### src/rtl/timer_ctrl_pkg.sv
// Shared constants for the step-counter family: counter boundary modes and
// the default geometry used when a counter instance is not parameterised.
// No ports; imported by the counter and its bench.
package timer_ctrl_pkg;

  // Behaviour at the count bounds
  localparam int CNT_SATURATE = 0;  // hold at 0 / MAX_VAL
  localparam int CNT_WRAP     = 1;  // roll over to the opposite bound

  // Default geometry
  localparam int DEF_WIDTH   = 3;
  localparam int DEF_MAX_VAL = 7;
  localparam int DEF_TAP_VAL = 4;

endpackage

### src/rtl/param_step_counter.sv
// Up/down step counter with clear/load, bounded at MAX_VAL, saturating or
// wrapping at the bounds, with one-cycle tap (stepped onto TAP_VAL) and wrap flags.
// Latency: count/tap_pulse/wrap_pulse register on the stepping edge; at_max/at_zero
// decode count combinationally. No backpressure: one step per enabled cycle.
// Ports:
//   clock      - single clock, all state on the rising edge
//   clear      - synchronous active-high reset, highest priority
//   enable/up  - step request and direction (1 = increment)
//   load       - synchronous preset to min(load_val, MAX_VAL)
//   count      - registered count
//   tap_pulse  - one cycle: the last edge stepped count onto TAP_VAL
//   wrap_pulse - one cycle: the last edge wrapped count across a bound
//   at_max     - count == MAX_VAL
//   at_zero    - count == 0
module param_step_counter
  import timer_ctrl_pkg::*;
#(
  parameter int WIDTH   = DEF_WIDTH,
  parameter int MAX_VAL = DEF_MAX_VAL,
  parameter int TAP_VAL = DEF_TAP_VAL,
  parameter int WRAP    = CNT_SATURATE
) (
  input  logic             clock,
  input  logic             clear,
  input  logic             enable,
  input  logic             up,
  input  logic             load,
  input  logic [WIDTH-1:0] load_val,
  output logic [WIDTH-1:0] count,
  output logic             tap_pulse,
  output logic             wrap_pulse,
  output logic             at_max,
  output logic             at_zero
);

  // Reject geometries the counter cannot represent.
  if (MAX_VAL > (2**WIDTH) - 1) begin : g_bad_max
    $error("param_step_counter: MAX_VAL does not fit in WIDTH bits");
  end
  if (TAP_VAL > MAX_VAL) begin : g_bad_tap
    $error("param_step_counter: TAP_VAL exceeds MAX_VAL");
  end
  if (MAX_VAL == 0) begin : g_bad_zero
    $error("param_step_counter: MAX_VAL must be non-zero");
  end

  localparam logic [WIDTH-1:0] MAX_W  = WIDTH'(MAX_VAL);
  localparam logic [WIDTH-1:0] TAP_W  = WIDTH'(TAP_VAL);
  localparam logic [WIDTH-1:0] ZERO_W = '0;
  localparam logic [WIDTH-1:0] ONE_W  = WIDTH'(1);

  logic [WIDTH-1:0] count_q, count_d;
  logic             tap_q, tap_d;
  logic             wrap_q, wrap_d;
  logic             stepped;

  always_comb begin
    count_d = count_q;
    tap_d   = 1'b0;
    wrap_d  = 1'b0;
    stepped = 1'b0;
    if (clear) begin
      count_d = ZERO_W;
    end else if (load) begin
      // Loads clamp to the bound and never raise a pulse.
      count_d = (load_val > MAX_W) ? MAX_W : load_val;
    end else if (enable) begin
      if (up) begin
        if (count_q < MAX_W) begin
          count_d = count_q + ONE_W;
          stepped = 1'b1;
        end else if (WRAP == CNT_WRAP) begin
          count_d = ZERO_W;
          wrap_d  = 1'b1;
          stepped = 1'b1;
        end
      end else begin
        if (count_q > ZERO_W) begin
          count_d = count_q - ONE_W;
          stepped = 1'b1;
        end else if (WRAP == CNT_WRAP) begin
          count_d = MAX_W;
          wrap_d  = 1'b1;
          stepped = 1'b1;
        end
      end
      // A saturated hold at TAP_VAL is not a step onto it.
      tap_d = stepped && (count_d == TAP_W) && (count_d != count_q);
    end
  end

  always_ff @(posedge clock) begin
    if (clear) begin
      count_q <= ZERO_W;
      tap_q   <= 1'b0;
      wrap_q  <= 1'b0;
    end else begin
      count_q <= count_d;
      tap_q   <= tap_d;
      wrap_q  <= wrap_d;
    end
  end

  assign count      = count_q;
  assign tap_pulse  = tap_q;
  assign wrap_pulse = wrap_q;
  assign at_max     = (count_q == MAX_W);
  assign at_zero    = (count_q == ZERO_W);

endmodule

### config.mk
export PLATFORM = sky130hd
export DESIGN_NAME = param_step_counter
export DESIGN_NICKNAME = d
export VERILOG_FILES = /design/src/rtl/timer_ctrl_pkg.sv /design/src/rtl/param_step_counter.sv
export SDC_FILE = /design/constraint.sdc
export NUM_CORES = 1
export LEC_CHECK = 0
export CORE_AREA = 4 4 41 43
export DETAILED_ROUTE_END_ITERATION = 6
export DIE_AREA = 0 0 45 47
export MAX_ROUTING_LAYER = met4
export SLEW_MARGIN = 20
export SYNTH_ARGS = -nofsm -noshare
export SYNTH_HDL_FRONTEND = slang
export SYNTH_SLANG_ARGS = --single-unit
### constraint.sdc
create_clock -name clock -period 1.7 [get_ports clock]
set_input_delay 0.425 -clock clock [delete_from_list [all_inputs] [get_ports clock]]
set_output_delay 0.425 -clock clock [all_outputs]
set_load 0.02 [all_outputs]
=== After elaboration in Yosys (flattened, before gate mapping) ===
Index checks and enable logic that the tools add are counted.

* Add/sub/neg operators: 2
* Equal/unequal tests: 3
* Magnitude comparators: 3
* Reductions and logical operators: 5
* Multiplexer cells: 15
* Bitwise gates (word level): 1

{| class="wikitable"
|+ Operator list
! cell !! number
|-
| two-way mux 3 bit || 9
|-
| equality test 3 bit, second input constant || 2
|-
| two-way mux 1 bit || 6
|-
| adder 3 x 1 -> 3 bit, second input constant || 1
|-
| > comparator 3 x 1 -> 1 bit, second input constant || 1
|-
| > comparator 3 bit, second input constant || 1
|-
| zero test 3 bit || 1
|-
| < comparator 3 bit, second input constant || 1
|-
| != test 3 bit || 1
|-
| OR reduction 3 bit || 1
|-
| subtractor 3 x 1 -> 3 bit, second input constant || 1
|-
| logical AND 1 bit || 2
|-
| nonzero test 2 bit || 1
|-
| NOT 1 bit || 1
|}

* Logic and storage cells: 31
* Input bits: 8
* Output and inout bits: 7
* Bits in registers: 4

=== Longest topological paths before layout ===
Gate-level depths: netlist (run 1).

* Depth after elaboration: 9
* Gate-level depth with buffers: 6
* Gate-level depth less buffers: 6

=== Worst setup path before layout (run 1) ===
Ideal clock, no wire load.

* Path type: reg-to-reg
* Start: reg count_q[0], in the netlist count[0]
* End: reg count_q[1], in the netlist count[1]
* Setup slack: 0.110 ns
* Required time: 1.572 ns
* Clock period less this slack: 1.590 ns
* Data arrival time: 1.462 ns
* Buffers on the path: 0
* Stages on the path, launching flop included: 7
* Setup time: 0.128 ns
* Path through: dfxtp_1 > inv_1 > ha_1 > nor2b_2 > o31ai_1 > a211oi_1 > o22ai_1

* Cells in the longest elaborated chain, start to end: 8
* Elaborated cells between the ends (all ways): 12
* Classes of those cells: 2 x add/sub; 2 x order compare; 8 x mux

{| class="wikitable"
|+ Ends and longest elaborated chain
! element !! RTL line !! RTL
|-
| from (decl) || param_step_counter.sv:52 || <nowiki>logic [WIDTH-1:0] count_q, count_d;</nowiki>
|-
| from (signal assigned) || param_step_counter.sv:98 || <nowiki>count_q <= count_d;</nowiki>
|-
| subtractor 3 x 1 -> 3 bit, or another cell as far along || param_step_counter.sv:79 || <nowiki>count_d = count_q - ONE_W;</nowiki>
|-
| two-way mux 3 bit, on equally long branches || param_step_counter.sv:78, param_step_counter.sv:69 ||
|-
| two-way mux 3 bit (*) || param_step_counter.sv:68 || <nowiki>if (up) begin</nowiki>
|-
| two-way mux 3 bit (*) || param_step_counter.sv:67 || <nowiki>end else if (enable) begin</nowiki>
|-
| two-way mux 3 bit (*) || param_step_counter.sv:64 || <nowiki>end else if (load) begin</nowiki>
|-
| two-way mux 3 bit (*) || param_step_counter.sv:62 || <nowiki>if (clear) begin</nowiki>
|-
| two-way mux 3 bit (*) || param_step_counter.sv:67 ||
|-
| two-way mux 3 bit (*) || param_step_counter.sv:64 ||
|}

Every way passes the cells marked *; elsewhere a longest branch is shown, timed or not. The select of a mux whose other input is x is not followed.
A chain may end at the register's enable or synchronous reset.

=== Worst setup path after layout (run 1) ===
* Start: reg count_q[0], in the netlist count[0]
* End: out at_max

* Cells in the longest elaborated chain, start to end: 1

{| class="wikitable"
|+ Ends and longest elaborated chain
! element !! RTL line !! RTL
|-
| equality test 3 bit || param_step_counter.sv:107 || <nowiki>assign at_max = (count_q == MAX_W);</nowiki>
|-
| to (decl) || param_step_counter.sv:32 || <nowiki>output logic at_max,</nowiki>
|}

Every way passes these cells.

==> run_results.csv, run 1 <==
group,metric,value,unit
status,status,"complete, no violations",
synth,yosysTopAreaCell,"dfxtp_1",
route,first_pass_iters,4,
global_route,grt_overflow,0,
route,routed_wl,979,µm
power_and_ir_drop,power.switching,0.113,mW
die,die_y,47,µm
synth,synth_fp_nets,56,
placed_design,globalplace.congestion,0.782,
worst_hold_path,holdPathEnd,"tap_pulse",
die,dieArea,2120,µm²
timing,skew,0.00653,ns
die,coreArea,1300,µm²
critical_path,cp.arrival,1.19,ns
critical_path,r2r-start,"count[0]",
die,initial_utilization,0.265,
worst_hold_path,min_path_cells,2,
timing,slew_viol_final,0,
placed_design,place_area,584,µm²
synth,syn_area_per_cell,7.85,µm²
synth,synthSimpleGateAreaFrac,0.228,
synth,synthCells,44,
global_route,grt_first_pass_wirelength,1630,µm
global_route,grt_pass1_vias,396,
synth,netlist_area,345,µm²
die,io_pins,15,
worst_hold_path,hold_path_class,"reg2reg",
synth,synthMostInstantiatedCell,"nand2_1",
synth,synth-adder-area-share,0.145,
synth,synthMuxAreaShare,0.0290,
critical_path,regToRegSetupSlack,0.21,ns
route,post_drt_wl_per_cell,11.3,µm
die,die_x,45,µm
power_and_ir_drop,p_total,0.371,mW
clocking,cts_buffers,3,
power_and_ir_drop,p_int,0.258,mW
cells_and_area,nNetsFinal,86,
critical_path,critPathSlowestCell,"dfxtp_1",
global_route,use_met2,0.167,
synth,synth-compound-area-share,0.290,
synth,synth_top_area_frac,0.232,
die,std_cell_rows,13,
critical_path,path_common_cell,"ha_1",
critical_path,crit_required,1.27,ns
critical_path,reg2reg_depth,6,
clocking,clkTransAtPathRegs,0.04,ns
route,drt_iter0_drc,18,
critical_path,criticalPathCategory,"reg2out",
critical_path,cp_max_fo,3,
route,vias_per_cell,4.66,
synth,synth_edf_count,0,
run,cap_violations,0,
power_and_ir_drop,combPwrFrac,0.410,
synth,ys_warn_count,0,
worst_hold_path,hold_start,"count[0]",
cells_and_area,stdcell_area,602,µm²
clocking,holdBufCountCts,0,
global_route,grt_antenna_before_repair,0,
synth,synth_top_family_by_area,"compound AO/OA/AOI/OAI gates",
synth,synthArstFlopShare,0,
timing,finalSetupTns,0,ns
critical_path,endpoint_kind,"output pin",
synth,yosys-top-cells-count,"6 x nand2_1, 4 x a21oi_1, 4 x dfxtp_1, 4 x ha_1, 3 x inv_1",
timing,layout_min_cycle_time,1.62,ns
placed_design,port-buffer-count,13,
synth,synth_seq_cells,4,
timing,timing.fmax,0.618,GHz
clocking,clkSinkCount,4,
power_and_ir_drop,switching_share,0.304,
global_route,top_usage_layer,"met2",
cells_and_area,diodes,0,
global_route,grt_max_degree,9,
global_route,grt_util_met3,0,
clocking,clock_path_buffers,2,
power_and_ir_drop,power_per_cell_area,617,nW/µm²
synth,synth-xor-area-share,0,
global_route,gr-usage-met1,0.145,
synth,synth-seq-area-share,0.232,
power_and_ir_drop,pwr-share-seq,0.285,
clocking,worst_skew_pair.late_latency,0.23,ns
cells_and_area,drive_gt1_frac,0.264,
critical_path,rr_endpoint,"count[0]",
route,vias,405,
synth,ys_types,24,
critical_path,cpPeakStageDelay,0.32,ns
cells_and_area,fill_cells,147,
global_route,grt_use_total,0.110,
clocking,tritoncts,"built",
timing,fin_crit_sh,0.952,
power_and_ir_drop,max-vdd-ir-drop,0.194,mV
placed_design,dpl.hpwl,800,µm
critical_path,crit_path_start_kind,"register",
timing,hold_viol,0,
synth,yosys-top-cells-area,"dfxtp_1 23%, ha_1 14%, nand2_1 6.5%",
clocking,cts_root_buffer,"clkbuf_4",
power_and_ir_drop,p_clk_frac,0.305,
timing,rsz0062_at_grt,"no",
synth,ys.flop_type,"dfxtp_1",
clocking,htreeDepth,1,
power_and_ir_drop,leakagePower,0.290,nW
route,ant_nets,0,
route,drc,0,
critical_path,crit_chain,"ha_1, ha_1, clkdlybuf4s15_1",
timing,setup_violations,0,
cells_and_area,areaGrowthSynthToFinish,74.3,%
## final cells by class
cell class / count / area, µm² / share of cell area
Multi-Input combinational cell: 35 / 243 / 0.403
Timing Repair Buffer: 26 / 223 / 0.370
Sequential cell: 4 / 80.1 / 0.133
Clock buffer: 3 / 22.5 / 0.0374
Tap cell: 15 / 18.8 / 0.0312
Inverter: 4 / 15.0 / 0.0249
## flip-flops by register name, indices dropped and copies added (netlist names)
| name | count |
|---|---|
| count | 3 |
| tap_pulse | 1 |
## layout by cell type (no fill, tap or decap), drive strengths merged
| cell type | netlist | final |
|---|---|---|
| a211oi | 2 | 2 |
| a21boi | 1 | 1 |
| a21oi | 4 | 4 |
| a311oi | 1 | 1 |
| and3 | 1 | 1 |
| buf | 1 | 14 |
| clkbuf | 0 | 3 |
| clkdlybuf4s15 | 0 | 1 |
| clkdlybuf4s50 | 0 | 8 |
| conb | 1 | 1 |
| dfxtp | 4 | 4 |
| dlygate4sd2 | 0 | 2 |
| dlymetal6s2s | 0 | 1 |
| ha | 4 | 4 |
| inv | 4 | 4 |
| mux2i | 1 | 1 |
| nand2 | 6 | 6 |
| nand4bb | 1 | 1 |
| nor2 | 2 | 2 |
| nor2b | 1 | 1 |
| nor3b | 1 | 1 |
| nor4b | 1 | 1 |
| o21ai | 1 | 1 |
| o21bai | 1 | 1 |
| o22ai | 2 | 2 |
| o31ai | 2 | 2 |
| o41ai | 1 | 1 |
| or3 | 1 | 1 |
## worst max-delay path by stage
stage	depth (start not counted)	from	endpoint	slack, ns
global placement	5	enable	tap_pulse	-0.07
global route	3	count[0]	at_max	0.01
CTS	1	count[2]	count[2]	0.003
detailed placement	5	enable	tap_pulse	-0.11
floorplan	6	count[0]	count[1]	0.11
finish	3	count[0]	at_max	0.08
## cells by family (layout without fill, tap and decap cells)
kind of cell,after synthesis,in the layout
DFF,4,4
other,1,1
and+or+nand+nor,14,14
AOI/OAI and AO/OA,15,15
buffers and inverters,5,33
muxes,1,1
adders and majority gates,4,4
## per-layer routing
layer | part of all wire | vias to the layer above
met1 | 0.47 | 173
li1 | - | 217
met5 | 0 | -
met4 | 0 | 0
met2 | 0.46 | 15
met3 | 0.073 | 0
## critical path, delay by kind of cell (launching register included)
family / cells / cell delay, ns
fa+ha+maj: 2 / 0.37
flops: 1 / 0.32
buf+inv: 1 / 0.28
## through the flow
stage	worst slack, ns	cells	utilization	hold WS, ns
floorplan	0.110	44	-	0.494
global placement	-0.0736	84	0.449	0.652
detailed placement	-0.105	84	0.449	0.655
CTS	0.00271	87	0.460	0.657
global route	0.0119	87	0.463	0.678
finish	0.0809	87	0.463	0.649
## what timing repair did
action / in CTS / in global routing
endpoints found under the hold margin: 0 / 0
setup buffers: 0 / 0
endpoints found under the setup margin: 4 / 2
gates resized for setup: 7 / 2
pin swaps: 0 / 0
## power groups by stage
stage                     clock [mW]  sequential, mW  combinational, mW
after floorplan                    0           0.118             0.0616
after global placement             0           0.107              0.158
after detailed placement           0           0.108              0.159
after CTS                      0.116           0.106              0.153
after global routing           0.120           0.107              0.168
final                          0.113           0.106              0.152
No activity file was read; power rests on OpenSTA's default activity.
==> run 2: changes to the inputs <==
--- a/config.mk
+++ b/config.mk
@@ -5,9 +5,9 @@
 export SDC_FILE = /design/constraint.sdc
 export NUM_CORES = 1
 export LEC_CHECK = 0
-export CORE_AREA = 4 4 41 43
+export CORE_MARGIN = 4
+export CORE_UTILIZATION = 25
 export DETAILED_ROUTE_END_ITERATION = 6
-export DIE_AREA = 0 0 45 47
 export MAX_ROUTING_LAYER = met4
 export SLEW_MARGIN = 20
 export SYNTH_ARGS = -nofsm -noshare
==> run_results.csv, run 2 (synthesis results as in run 1) <==
group,metric,value,unit
power_and_ir_drop,p_int,0.258,mW
critical_path,crit_path_start_kind,"register",
clocking,tritoncts,"built",
clocking,clock_path_buffers,2,
critical_path,endpoint_kind,"output pin",
power_and_ir_drop,power.switching,0.122,mW
timing,slew_viol_final,0,
clocking,worst_skew_pair.late_latency,0.24,ns
cells_and_area,areaGrowthSynthToFinish,72.8,%
critical_path,critPathSlowestCell,"dfxtp_1",
power_and_ir_drop,leakagePower,0.282,nW
cells_and_area,drive_gt1_frac,0.264,
global_route,grt_max_degree,9,
clocking,clkSinkCount,4,
power_and_ir_drop,combPwrFrac,0.404,
critical_path,cp.arrival,1.23,ns
timing,layout_min_cycle_time,1.66,ns
route,ant_nets,0,
global_route,grt_use_total,0.115,
global_route,grt_overflow,0,
clocking,cts_buffers,3,
worst_hold_path,hold_path_class,"reg2reg",
global_route,grt_first_pass_wirelength,1620,µm
critical_path,critPathTopFamily,"adder cells",
cells_and_area,largest_register_ffs,3,
timing,whs,0.651,ns
die,std_cell_rows,13,
route,routed_wl,1020,µm
timing,fin_crit_sh,0.975,
timing,hold_viol,0,
timing,rsz0062_at_grt,"no",
route,drc,0,
timing,skew,0.00374,ns
critical_path,path_common_cell,"ha_1",
cells_and_area,layout_commonest_cell,"buf_4",
run,cap_violations,0,
route,first_pass_iters,3,
cells_and_area,layout_common_cells,"13 x buf_4, 8 x clkdlybuf4s50_1, 6 x nand2_1",
route,drt_iter0_drc,2,
timing,setup_violations,0,
global_route,grt_antenna_before_repair,0,
route,vias,420,
timing,timing.fmax,0.603,GHz
power_and_ir_drop,p_clk_frac,0.318,
cells_and_area,diodes,0,
placed_design,port-buffer-count,13,
power_and_ir_drop,max-vdd-ir-drop,0.214,mV
die,io_pins,15,
cells_and_area,final_cells,87,
placed_design,dpl.hpwl,817,µm
clocking,htreeDepth,1,
status,status,"complete, no violations",
clocking,cts_root_buffer,"clkbuf_4",
critical_path,criticalPathCategory,"reg2out",
die,die_x,45.2,µm
placed_design,numPlacedInstances,84,
critical_path,critical_path_buf_inv_count,1,
power_and_ir_drop,switching_share,0.320,
power_and_ir_drop,power_per_cell_area,636,nW/µm²
critical_path,cp_max_fo,3,
clocking,post_cts_buffers,0,
route,vias_per_cell,4.83,
critical_path,cpPeakStageDelay,0.32,ns
cells_and_area,nNetsFinal,86,
global_route,grt_pass1_vias,387,
die,dieArea,2040,µm²
power_and_ir_drop,pwr-share-seq,0.278,
critical_path,crit_chain,"ha_1, ha_1, dlygate4sd2_1",
route,post_drt_wl_per_cell,11.7,µm
clocking,clkTransAtPathRegs,0.04,ns
die,initial_utilization,0.265,
power_and_ir_drop,p_total,0.379,mW
placed_design,globalplace.congestion,0.848,
critical_path,crit_required,1.27,ns
die,coreArea,1300,µm²
die,die_y,45.2,µm
run 2: changes by cell type in the layout (fill, tap and decap cells not counted), sizes merged:
cell           change
dlymetal6s2s       -1
dlygate4sd2        +2
clkdlybuf4s15      -1
run 2: area by class of cell:
class	count	area, µm²
Fill cell	151	704
Multi-Input combinational cell	35	243
Timing Repair Buffer	26	218
Sequential cell	4	80.1
Clock buffer	3	22.5
Tap cell	15	18.8
Inverter	4	15.0
run 2: per-stage QoR:
step	area [µm²]	setup TNS [ns]	setup slack, ns	util
after floorplan	345	0	0.110	-
after global placement	584	-0.223	-0.0666	0.449
after detailed placement	584	-0.264	-0.0816	0.449
after CTS	597	0	0.0250	0.459
after global routing	597	0	0.00105	0.459
final	597	0	0.0427	0.459
run 2: path summary, 6_finish.rpt:
path	from	to	slack, ns	depth (start not counted)
max	count[0]	at_max	0.04	3
min	count[0]	tap_pulse	0.65	2
max reg2reg	count[0]	count[1]	0.20	7
min reg2reg	count[0]	tap_pulse	0.65	2
run 2: per-layer routing:
metal | share of wire | vias up | track usage
li1 | - | 217 | -
met3 | 0.056 | 2 | 0.0120
met1 | 0.45 | 189 | 0.140
met4 | 0.023 | 0 | 0.0702
met2 | 0.47 | 12 | 0.178
met5 | 0 | - | -
run 2: worst register-to-register path: stages (launching register included):
cell       delay (ns)
dfxtp_1          0.35
inv_1            0.07
ha_1             0.21
buf_4            0.15
nand4bb_1        0.08
o31ai_1          0.08
a211oi_1         0.29
o22ai_1          0.14
run 2: power groups by stage:
stage	logic [mW]	clock network [mW]	registers, mW
floorplan	0.0616	0	0.118
global placement	0.158	0	0.107
detailed placement	0.160	0	0.107
CTS	0.153	0.126	0.106
global route	0.166	0.130	0.107
finish	0.153	0.121	0.106
run 2: repair_timing:
item,4_1_cts,5_1_grt
hold buffers,0,0
endpoints found under the setup margin,5,0
gates resized for setup,8,0
